==> config.mk <==
export PLATFORM = sky130hd
export DESIGN_NAME = if_stage
export DESIGN_NICKNAME = d
export VERILOG_FILES = /design/src/rtl/if_stage.sv
export SDC_FILE = /design/constraint.sdc
export NUM_CORES = 1
export LEC_CHECK = 0
export BUFFER_PORTS_ARGS = -buffer_cell sky130_fd_sc_hd__buf_2
export CAP_MARGIN = 25
export CORE_UTILIZATION = 46
export DETAILED_ROUTE_END_ITERATION = 12
export HOLD_SLACK_MARGIN = 0.06
export PLACE_DENSITY = 0.85
export SYNTH_ARGS = -nofsm -noshare
export SYNTH_HDL_FRONTEND = slang
export SYNTH_SLANG_ARGS = --single-unit
==> constraint.sdc <==
create_clock -name clk -period 4.12 [get_ports clk]
set_input_delay 1.03 -clock clk [delete_from_list [all_inputs] [get_ports clk]]
set_output_delay 1.03 -clock clk [all_outputs]
set_load 0.01 [all_outputs]
==> src/rtl/if_stage.sv <==
// ---------------------------------------------------------------------------
// if_stage : instruction-fetch stage of the 5-stage RV32I pipeline.
//
// Owns the program counter and the IF/ID pipeline latch. The PC drives the
// instruction-memory address combinationally; the returned word is captured
// into IF/ID together with the PC and PC+4 on the next rising edge.
//
// Per-edge priority: redirect > stall > advance.
//
// Optional feature (compile-time macro IF_MISALIGN_CHK_EN):
//   adds output misalign_err, a sticky flag set by any redirect whose target
//   has non-zero low two bits. Without the macro those bits are silently
//   dropped and the port does not exist.
//
// ifid_valid semantics: ifid_valid=1 means IF/ID holds a real fetched
// instruction that decode may consume. There is no ready input; the hazard
// unit's stall acts as the back-pressure and freezes the latch. When
// ifid_valid=0 the latch always carries NOP_INST with ifid_pc/ifid_pc4 at 0.
// ---------------------------------------------------------------------------
module if_stage #(
    parameter int               XLEN     = 32,
    parameter logic [XLEN-1:0]  RESET_PC = '0,
    parameter logic [31:0]      NOP_INST = 32'h00000013
) (
    input  logic            clk,
    input  logic            rst,
    input  logic            stall,
    input  logic            redirect,
    input  logic [XLEN-1:0] redirect_pc,
    output logic [XLEN-1:0] imem_addr,
    input  logic [31:0]     imem_rdata,
    output logic [XLEN-1:0] ifid_pc,
    output logic [XLEN-1:0] ifid_pc4,
    output logic [31:0]     ifid_inst,
    output logic            ifid_valid
`ifdef IF_MISALIGN_CHK_EN
    ,
    output logic            misalign_err
`endif
);

    logic [XLEN-1:0] pc;
    logic [XLEN-1:0] pc_plus4;
    logic [XLEN-1:0] redirect_aligned;

    // Sequential-fetch increment and word-aligned redirect target.
    always_comb begin
        pc_plus4         = pc + XLEN'(4);
        redirect_aligned = {redirect_pc[XLEN-1:2], 2'b00};
    end

    assign imem_addr = pc;

    // Program counter: redirect wins, stall holds, otherwise step by 4.
    always_ff @(posedge clk or posedge rst) begin
        if (rst) begin
            pc <= RESET_PC;
        end else if (redirect) begin
            pc <= redirect_aligned;
        end else if (!stall) begin
            pc <= pc_plus4;
        end
    end

    // IF/ID latch: redirect kills the wrong-path slot even when stalled.
    always_ff @(posedge clk or posedge rst) begin
        if (rst) begin
            ifid_pc    <= '0;
            ifid_pc4   <= '0;
            ifid_inst  <= NOP_INST;
            ifid_valid <= 1'b0;
        end else if (redirect) begin
            ifid_pc    <= '0;
            ifid_pc4   <= '0;
            ifid_inst  <= NOP_INST;
            ifid_valid <= 1'b0;
        end else if (!stall) begin
            ifid_pc    <= pc;
            ifid_pc4   <= pc_plus4;
            ifid_inst  <= imem_rdata;
            ifid_valid <= 1'b1;
        end
    end

`ifdef IF_MISALIGN_CHK_EN
    // Sticky misaligned-redirect flag, cleared only by reset.
    always_ff @(posedge clk or posedge rst) begin
        if (rst) begin
            misalign_err <= 1'b0;
        end else if (redirect && (redirect_pc[1:0] != 2'b00)) begin
            misalign_err <= 1'b1;
        end
    end
`endif

endmodule
## Yosys cells after proc, flatten, opt, wreduce, memory -nomap -nowiden

Index checks and enable logic that the tools add are counted.

| operators by class | value |
|---|---|
| $add $sub $neg | 1 |
| multiplexer cells | 9 |
| equal/unequal tests | 1 |

Operators with widths:

| kind | number |
|---|---|
| 2-to-1 mux 32 bit | 7 |
| adder 32 x 3 -> 32 bit, second input constant | 1 |
| 2-to-1 mux 1 bit | 2 |
| != test 2 x 1 -> 1 bit, second input constant | 1 |

| storage, ports and cells | value |
|---|---|
| flip-flop bits (word level) | 129 |
| logic and storage cells | 16 |
| input bits | 68 |

## Logic depth before layout (Yosys ltp)

Gate-level depths: netlist (run 1).

| logic depth | value |
|---|---|
| depth in word-level cells | 3 |
| gate-level depth with buffers | 7 |
| mapped depth without buffers | 5 |

## Least setup slack after synthesis (run 1)

No wires, ideal clock.

| timing path | value |
|---|---|
| path kind | input to register |
| from | input port stall |
| to | register ifid_inst[29] |
| library setup time | 132 ps |
| data required time | 3988 ps |
| stages | 6 |
| path buffers | 4 |
| arrival time | 2519 ps |
| path slack | 1470 ps |
| cell sequence | clkbuf_1 > clkbuf_1 > clkbuf_1 > buf_1 > mux2i_1 > nor2_1 |

| on the way | value |
|---|---|
| word-level cells in the longest chain between the ends | 1 |

RTL lines:

| element | line | text |
|---|---|---|
| start: declaration | 27 | `input logic stall,` |
| != test 2 x 1 -> 1 bit (no source line) | - |  |
| end signal: assignment | 80 | `ifid_inst <= imem_rdata;` |
| end: declaration | 34 | `output logic [31:0] ifid_inst,` |

Every way passes these cells.
A chain may end at the register's enable or synchronous reset.

## Worst setup path after layout (run 1)

| timing path | value |
|---|---|
| from | register pc[2], in the netlist imem_addr[2] |
| to | register ifid_pc4[26] |

| on the way | value |
|---|---|
| word-level cells in the longest chain between the ends | 3 |

RTL lines:

| element | line | text |
|---|---|---|
| start: declaration | 42 | `logic [XLEN-1:0] pc;` |
| start signal: assignment | 59 | `pc <= redirect_aligned;` |
| start signal: assignment | 61 | `pc <= pc_plus4;` |
| adder 32 x 3 -> 32 bit | 48 | `pc_plus4 = pc + XLEN'(4);` |
| 2-to-1 mux 32 bit | 77 | `end else if (!stall) begin` |
| 2-to-1 mux 32 bit | 72 | `end else if (redirect) begin` |
| end signal: assignment | 79 | `ifid_pc4 <= pc_plus4;` |
| end: declaration | 33 | `output logic [XLEN-1:0] ifid_pc4,` |

Every way passes these cells. The select of a mux whose other input is x is not followed.

==> results of run 1 <==
[cell usage after synthesis (5+ instances only)]
| cell | number | area [um2] |
|---|---|---|
| a311oi_1 | 8 | 70.07 |
| clkbuf_1 | 34 | 127.6 |
| a211oi_1 | 9 | 67.56 |
| nand2_1 | 53 | 198.9 |
| nand4_1 | 6 | 37.54 |
| a31oi_1 | 12 | 75.07 |
| xnor2_1 | 17 | 148.9 |
| a21oi_1 | 16 | 80.08 |
| or4_1 | 14 | 105.1 |
| nor4_1 | 9 | 56.30 |
| or3_1 | 5 | 31.28 |
| dfrtp_1 | 121 | 3028 |
| nor2_1 | 88 | 330.3 |
| o21ai_0 | 23 | 115.1 |
| mux2i_1 | 56 | 560.5 |
| buf_2 | 13 | 65.06 |
| nor3_1 | 16 | 80.08 |
| inv_1 | 9 | 33.78 |
| nor2b_1 | 5 | 31.28 |
| nand3_1 | 19 | 95.09 |
| o31ai_1 | 12 | 90.09 |
| xor2_1 | 6 | 52.55 |
| buf_4 | 7 | 52.55 |
[cells in the final DEF (no fill, tap or decap), types with 3 or more instances in the layout]
cell,synthesis,final
buf_2,13,190
dfrtp_1,121,121
nor2_1,88,88
mux2i_1,56,56
nand2_1,53,53
o21ai_0,23,23
nand3_1,19,19
xnor2_1,17,17
clkbuf_16,0,17
nor3_1,16,16
a21oi_1,16,16
or4_1,14,14
o31ai_1,12,12
a31oi_1,12,12
a211oi_1,9,9
nor4_1,9,9
buf_4,7,9
inv_1,9,8
a311oi_1,8,8
xor2_1,6,6
nand4_1,6,6
nor2b_1,5,5
or3_1,5,5
clkinvlp_4,0,5
and4_1,4,4
o21a_1,4,4
and3_1,4,4
o31a_1,4,4
nand2b_1,4,4
clkinv_4,0,4
nand4_2,3,3
dfstp_2,3,3
[final cells by class]
type | count | area (um2) | area share
clock buffers | 19 | 442.9 | 0.05777
clock inverters | 13 | 143.9 | 0.01877
inverters | 10 | 41.29 | 0.005385
multi-input cells | 426 | 2679 | 0.3494
flip-flops and latches | 124 | 3107 | 0.4052
well taps | 172 | 215.2 | 0.02807
repair buffers | 200 | 1039 | 0.1354
[metrics by stage]
step	cells	worst slack, ns	cell area [um2]
6_report	964	1.361	7667
5_1_grt	964	1.185	7667
4_1_cts	964	1.373	7667
3_5_place_dp	932	1.303	7081
3_3_place_gp	932	1.358	7081
2_1_floorplan	621	1.470	6115
[critical path: stages, from the launching register on]
cell	delay, ns
dfrtp_1	0.51
ha_1	0.30
nand3_2	0.31
or4_4	0.74
or4_1	0.54
a311oi_1	0.27
[registers in the layout, indices dropped and copies added, names as in the netlist]
register    cells
ifid_inst      32
ifid_pc        31
ifid_pc4       30
ifid_valid      1
imem_addr      30
[worst paths after layout]
path	start	endpoint	cells past startpoint
worst max-delay path	imem_addr[2]	ifid_pc4[26]	5
worst min-delay path	ifid_valid	ifid_valid	1
worst max register to register	imem_addr[2]	ifid_pc4[26]	5
worst min register to register	ifid_valid	ifid_valid	1
max in group asynchronous	rst	ifid_pc[20]	3
min in group asynchronous	rst	imem_addr[12]	2
[kinds of logic (layout without fill, tap and decap cells)]
logic type | count (synthesis) | after routing | synth area share
buffers and inverters | 71 | 242 | 0.05326
AND/OR/NAND/NOR | 240 | 240 | 0.1952
multiplexers | 56 | 56 | 0.09178
XOR/XNOR | 23 | 23 | 0.03298
flip-flops | 124 | 124 | 0.5087
AO/OA/AOI/OAI | 104 | 104 | 0.1153
other | 1 | 2 | 0.0006140
adder cells (fa/ha/maj) | 1 | 1 | 0.002048
[layer usage]
| layer | GRT usage | vias to the layer above |
|---|---|---|
| met5 | 0 | - |
| met4 | 0.09114 | 0 |
| met3 | 0.07209 | 25 |
| met2 | 0.3878 | 256 |
| met1 | 0.3328 | 2600 |
| li1 | - | 2528 |
[power breakdown]
group	switching [mW]	internal (mW)	leakage (nW)
Sequential	0.110	1.31	1.59
Combinational	0.266	0.193	1.87
Clock	0.553	0.908	0.276
==> run metrics, run 1 <==
Syn Area/Cell 9.850 um2; Die Wd 117.2 um; hold buffers post-CTS 0; Ys Warns 0; Core ar. 12770 um2; Global Route Usage Sum 0.2497; Rows 41; worst reg2reg setup slack 1.36 ns; utilization after layout 0.6003; ratio of cells with drive above 1 in the final layout 0.3119; Slew @ Worst Pin 0.8687 ns; met2 wire len 7738 um; total negative slack 0 ns; run status finished clean; Initial DRC Count 534; Overall Power 3.338 mW; VDD IR max 0.2606 mV; Layout area overhead 25.55%; Syn Std Cell Area 6107 um2; WL met3 1279 um; Setup crit start kind register; synthesis-stage register bit count 124; root cell of the clock tree clkbuf_16; Starting Density 0.4781; post-synthesis cell type count 56; cts repair resizes 0; Via Count 5409; # diodes 0; fmax 0.3624 GHz; Detailed Place HPWL 11290 um; skew final 0.01362 ns; Slew Limit Fails 0; worst skew pair latency 0.41 ns; Routed met1 length 7196 um; EDFF count, synth 0; worst hold path type reg -> reg; CTS tree built; cell count after synthesis 620; DRT Wirelength 16480 um; filler cell count 1071; Num CTS Buffers 17; worst-path fanout max 16; CTS clk-pin slew, worst paths 0.06 ns; CP endpoint kind register; crit share post-route 0.6697; Tmin final 2.759 ns; kind of critical path reg -> reg; gr ovfl total 0; CTS max path bufs 2; post-CTS setup buffer count 0; Max Cap Viol 0; RSZ-0062 raised after global routing false; Power Dens Cells 435.4 nW/um2; most common flop cell mapped by yosys dfrtp_1; FFs w/ async S/R, synth 1.000; Pre-antenna DRT Iters 5; Total Nets Final 848; uppermost routed layer met4; wire length per cell 17.09 um; GPL Wtd Cong 0.8033; num ports 197; final setup fails 0; H-Tree Depth 4; Rel. slew slack 0.4197; Clock Sinks 124; antenna violations before repair 0; Final ANT Viol Nets 0; routed vias/inst 5.611; Fin Hold WS 0.4962 ns; largest net degree at the start of global routing 82; Chip Height 117.2 um; vias in the first global route 5144; Arr. time, crit path 3.07 ns; CP required 4.43 ns; Fin. Hold Viols 0; sequential element share of the synthesized area 0.5087; IO Port Bufs 192; DR DRC count 0; global-route wire length before repair 25920 um; die area 13740 um2; Pleak 3.734 nW
Power figures use the tool's default switching activity.
==> run 2: changes to the inputs <==
ABC_AREA = 1   (was unset)
CORE_UTILIZATION = 50   (was 46)
PLACE_DENSITY = 0.89   (was 0.85)
clock period = 2.8 ns   (was 4.12 ns; I/O delays follow)
==> run 2 against run 1 <==
Effect of this change: clock skew down 0.0029 ns; clock power grew 49%; die area fell by 17%; worst hold slack got worse by 0.091 ns; cell count did not move; non-clock buffer count shrank 1; total power up 44%; sequential share of layout area up 3.0 points; critical path type is now reg -> out.
==> run metrics, run 2 <==
top-area cell type share of the netlist area 0.5499; most common cell in the netlist nand2_1; Die Wd 106.9 um; Arr. time, crit path 1.21 ns; Global Route Usage Sum 0.2806; Rel. slew slack 0.4493; Setup crit start kind register; FFs w/ async S/R, synth 1.000; adder-cell share of the synthesized area 0.002272; vias in the first global route 4943; ratio of cells with drive above 1 in the final layout 0.3164; Via Count 5103; cell count after synthesis 628; routed vias/inst 5.294; Tmin final 1.910 ns; CTS max path bufs 2; worst hold path type in -> async; worst skew pair latency 0.51 ns; skew final 0.01077 ns; global-route wire length before repair 24280 um; Fin. Hold Viols 0; # diodes 0; Starting Density 0.5240; die area 11440 um2; Num CTS Buffers 17; sequential element share of the synthesized area 0.5642; most frequent cells after synthesis nand2_1 (215), dfrtp_1 (121), o21ai_0 (52); Core ar. 10510 um2; worst reg2reg setup slack 1.11 ns; DR DRC count 0; post-synthesis cell type count 28; CP delay by family, top flip-flops; EDFF count, synth 0; Initial DRC Count 361; FF-to-FF path depth 8; wire length per cell 15.85 um; R2R Path Start imem_addr[3]; Post-Synth Simple-Gate Area 0.2549; run status finished clean; CP bufs+invs 1; DRT Wirelength 15280 um; gr ovfl total 0; total negative slack 0 ns; Final ANT Viol Nets 0; Clock Sinks 124; commonest cells after routing, fill and taps aside nand2_1 (215), buf_2 (192), dfrtp_1 (121); Pleak 3.911 nW; Slew @ Worst Pin 0.8260 ns; Total Nets Final 885; hold buffers post-CTS 0; slowest CP cell dfrtp_1; Pre-antenna DRT Iters 9; Detailed Place HPWL 10510 um; Ys Warns 0; num ports 197; final setup fails 0; Syn Area/Cell 8.768 um2; root cell of the clock tree clkbuf_8; IO Port Bufs 192; RSZ-0062 raised after global routing false; peak per-stage delay on the critical path 0.50 ns; Syn Std Cell Area 5507 um2; CP endpoint kind primary output; cts repair resizes 0; CTS tree built; post-CTS setup buffer count 0; worst-path fanout max 6; Chip Height 106.9 um; largest net degree at the start of global routing 81; commonest non-fill, non-tap cell in the layout nand2_1; VDD IR max 0.3904 mV; Compound-Gate Fraction of Synth Area 0.1129; Cell Count, Final, Fillers Out 964; largest register by flop count ifid_inst; post-synthesis mux area share 0; CTS clk-pin slew, worst paths 0.06 ns; top cells by area, synth dfrtp_1 (55%), nand2_1 (15%), a22o_1 (5.2%), o21ai_0 (4.7%), nand3_1 (4.3%); placed cell count 932; H-Tree Depth 4; most common flop cell mapped by yosys dfrtp_1; reg-to-reg endpoint imem_addr[16]; Slew Limit Fails 0; Rows 37; crit share post-route 0.6822; GPL Wtd Cong 0.8400; biggest regs ifid_inst (32), ifid_pc (31); CP required 2.10 ns; antenna violations before repair 0; Layout area overhead 29.77%; synthesis-stage register bit count 124; largest family of logic cells by synthesized area simple AND/OR/NAND/NOR gates; Power Dens Cells 673.4 nW/um2; Max Cap Viol 0; Synth area leader dfrtp_1; max reg flops 32; kind of critical path reg -> out; crit-path cells buf_2; fmax 0.5235 GHz; Post-Synth XOR/XNOR Area 0
[run 2: cell count changes after synthesis, sizes merged, moves of 15 or more]
cell    delta
nor2      -41
nand2    +170
clkbuf    -27
o21ai     +29
or4       -15
nor3      -16
nand3     +29
xnor2     -17
a22o      +33
mux2i     -56
inv       +43
[run 2: per-stage QoR]
step             util  power [mW]  cell area [um2]  worst slack (ns)  hold slack [ns]
2_1_floorplan       -       2.384             5514            0.5772           0.5086
3_3_place_gp   0.6228       2.640             6545            0.7100           0.4580
3_5_place_dp   0.6228       2.659             6545            0.6574           0.4536
4_1_cts        0.6785       4.842             7131            0.8644           0.3908
5_1_grt        0.6800       5.004             7146            0.8418           0.3955
6_report       0.6800       4.812             7146            0.8899           0.4053
[run 2: logic make-up after synthesis]
group           count (synthesis)
fa+ha+maj                       1
buf+inv                        83
compound gates                 95
simple gates                  324
other cells                     1
flops                         124
[run 2: worst min-delay path, stage by stage]
cell and delay (ns):
buf_2 0.11, clkinvlp_4 0.06, buf_4 0.54
[run 2: layout make-up]
class,instances,area (um2)
clock buffer,17,414.1
timing repair buffer,199,1033
tap,136,170.2
fill,841,3363
sequential,124,3107
inverter,52,198.9
multi-input combinational,422,2051
clock inverter,14,171.4
[run 2: power by group]
part           switching, mW  internal (mW)  total [mW]
registers              0.122           1.92        2.05
clock network          0.822           1.35        2.18
logic                  0.367          0.224       0.590
[run 2: worst max path at each step]
stage | to | slack [ns] | from | cells after the start
global placement | imem_addr[6] | 0.71 | stall | 6
detailed placement | imem_addr[6] | 0.66 | redirect | 6
floorplan | ifid_inst[10] | 0.58 | rst | 1
finish | imem_addr[6] | 0.89 | imem_addr[6] | 1
CTS | imem_addr[6] | 0.86 | imem_addr[6] | 1
global route | imem_addr[6] | 0.84 | imem_addr[6] | 1
[run 2: routing by layer]
metal / GRT usage / share of wire / vias up / wire, um
li1: - / - / 2391 / -
met1: 0.3609 / 0.42 / 2431 / 6342
met4: 0.1321 / 0.032 / 0 / 486
met3: 0.07052 / 0.080 / 36 / 1215
met2: 0.4456 / 0.47 / 245 / 7230
met5: 0 / 0 / - / 0
==> run 3: changes to the inputs <==
CORE_UTILIZATION = 45   (was 50)
PLACE_DENSITY = 0.85   (was 0.89)
clock period = 1.74 ns   (was 2.8 ns; I/O delays follow)
==> run 3 against run 2 <==
Effect of this change: cell area up 2.3%; worst setup slack worse by 0.72 ns; critical path depth up 1; worst hold slack worse by 0.16 ns; first-iteration DRC count up 16%; register-to-register slack worse by 0.93 ns; routed wire length down 0.39%; critical endpoint unchanged; via count down 0.80%; total power up 64%; critical path type unchanged; cell count up 2.4%; clock power up 66%.
==> run metrics, run 3 (same netlist as run 2, synthesis figures left out) <==
Initial DRC Count 419; run status finished clean; total negative slack 0 ns; Rows 40; CTS tree built; Slew @ Worst Pin 0.6252 ns; crit share post-route 0.9049; commonest cells after routing, fill and taps aside nand2_1 (214), buf_2 (192), dfrtp_1 (121); die area 12680 um2; Slew Limit Fails 0; CP endpoint kind primary output; RSZ-0062 raised after global routing false; Final ANT Viol Nets 0; crit-path cells buf_4, buf_2; Hold Path Depth 3; CP bufs+invs 2; IO Port Bufs 192; DRT Wirelength 15220 um; worst hold path type in -> reg; H-Tree Depth 4; largest register by flop count ifid_inst; Power Dens Cells 1081 nW/um2; filler cell count 997; Setup crit start kind register; antenna violations before repair 0; root cell of the clock tree clkbuf_16; gr ovfl total 0; worst-path fanout max 4; pre-CTS WS 0.1332 ns; Pleak 3.977 nW; Via Count 5062; commonest non-fill, non-tap cell in the layout nand2_1; final setup fails 0; biggest regs ifid_inst (32), ifid_pc (31); Arr. time, crit path 1.14 ns; Starting Density 0.4604; Pre-antenna DRT Iters 5; Total Nets Final 896; routed vias/inst 5.129; vias in the first global route 4817; Chip Height 112.6 um; Die Wd 112.6 um; CP Depth 2; CP delay by family, top flip-flops; max reg flops 32; final worst slack 0.1655 ns; Global Route Usage Sum 0.2545; worst skew pair latency 0.41 ns; slowest CP cell dfrtp_1; Max Cap Viol 0; Rel. slew slack 0.5827; Core ar. 11960 um2; fmax 0.6351 GHz; FF/Latch Area 3107 um2; num ports 197; global-route wire length before repair 24610 um; GPL Wtd Cong 0.8768; FF-to-FF path depth 7; Detailed Place HPWL 10900 um; area of the multi-input gates 2058 um2; peak per-stage delay on the critical path 0.42 ns; Clock Sinks 124; placed cell count 954; Fin. Hold Viols 0; kind of critical path reg -> out; CP required 1.30 ns; wire length per cell 15.42 um; Num CTS Buffers 17; Tmin final 1.574 ns; CTS max path bufs 2; Fin Hold WS 0.2405 ns; largest net degree at the start of global routing 66; VDD IR max 0.5962 mV; ratio of cells with drive above 1 in the final layout 0.3262; # diodes 0; Layout area overhead 32.70%; CTS clk-pin slew, worst paths 0.06 ns; skew final 0.008062 ns; DR DRC count 0; Cell Count, Final, Fillers Out 987; Overall Power 7.900 mW
[run 3: changes by cell type in the layout (fill, tap and decap cells not counted), sizes merged]
cell | previous run | this run
buf | 199 | 209
clkinvlp | 4 | 7
inv | 53 | 51
clkinv | 6 | 5
clkbuf | 17 | 18
dlygate4sd3 | 0 | 1
[run 3: per-layer routing]
layer | GRT usage | vias up | part of all wire
met5 | 0 | - | 0
met4 | 0.09067 | 0 | 0.017
met3 | 0.07073 | 26 | 0.075
met2 | 0.4099 | 227 | 0.48
met1 | 0.3301 | 2390 | 0.43
li1 | - | 2419 | -
[run 3: final cells by class]
| type | instances | share of cell area |
|---|---|---|
| Sequential cell | 124 | 0.4252 |
| Tap cell | 147 | 0.02517 |
| Clock inverter | 14 | 0.02346 |
| Clock buffer | 18 | 0.06010 |
| Inverter | 52 | 0.02723 |
| Timing Repair Buffer | 210 | 0.1572 |
| Multi-Input combinational cell | 422 | 0.2817 |
[run 3: timing repair]
item                                    CTS  global route
endpoints found under the setup margin    0             4
resized for setup                         0             2
hold buffers                              1             0
endpoints found under the hold margin     3             0
setup buffers                             0             0
[run 3: worst reg2reg max path, delay by kind of cell (launching register included)]
kind             cells  cell delay, ns
flip-flops           1            0.44
AND/OR/NAND/NOR      7            0.99
[run 3: where the power goes]
part           switching (mW)  internal (mW)  total, mW
combinational           0.615          0.396       1.01
clock                    1.33           2.29       3.61
sequential              0.178           3.10       3.28
total                    2.12           5.78       7.90
[run 3: metrics by stage]
stage / util / cell area, um2
2_1_floorplan: - / 5514
3_3_place_gp: 0.5584 / 6679
3_5_place_dp: 0.5584 / 6679
4_1_cts: 0.6103 / 7300
5_1_grt: 0.6109 / 7307
6_report: 0.6109 / 7307
[run 3: worst paths after layout]
path / from / end / slack (ns)
min reg2reg: ifid_pc4[14] / ifid_pc4[14] / 0.47
min: redirect_pc[3] / imem_addr[3] / 0.24
max in group asynchronous: rst / ifid_inst[4] / 0.70
max: imem_addr[6] / imem_addr[6] / 0.17
min in group asynchronous: rst / ifid_pc[1] / 0.48
max reg2reg: imem_addr[14] / ifid_pc4[28] / 0.18
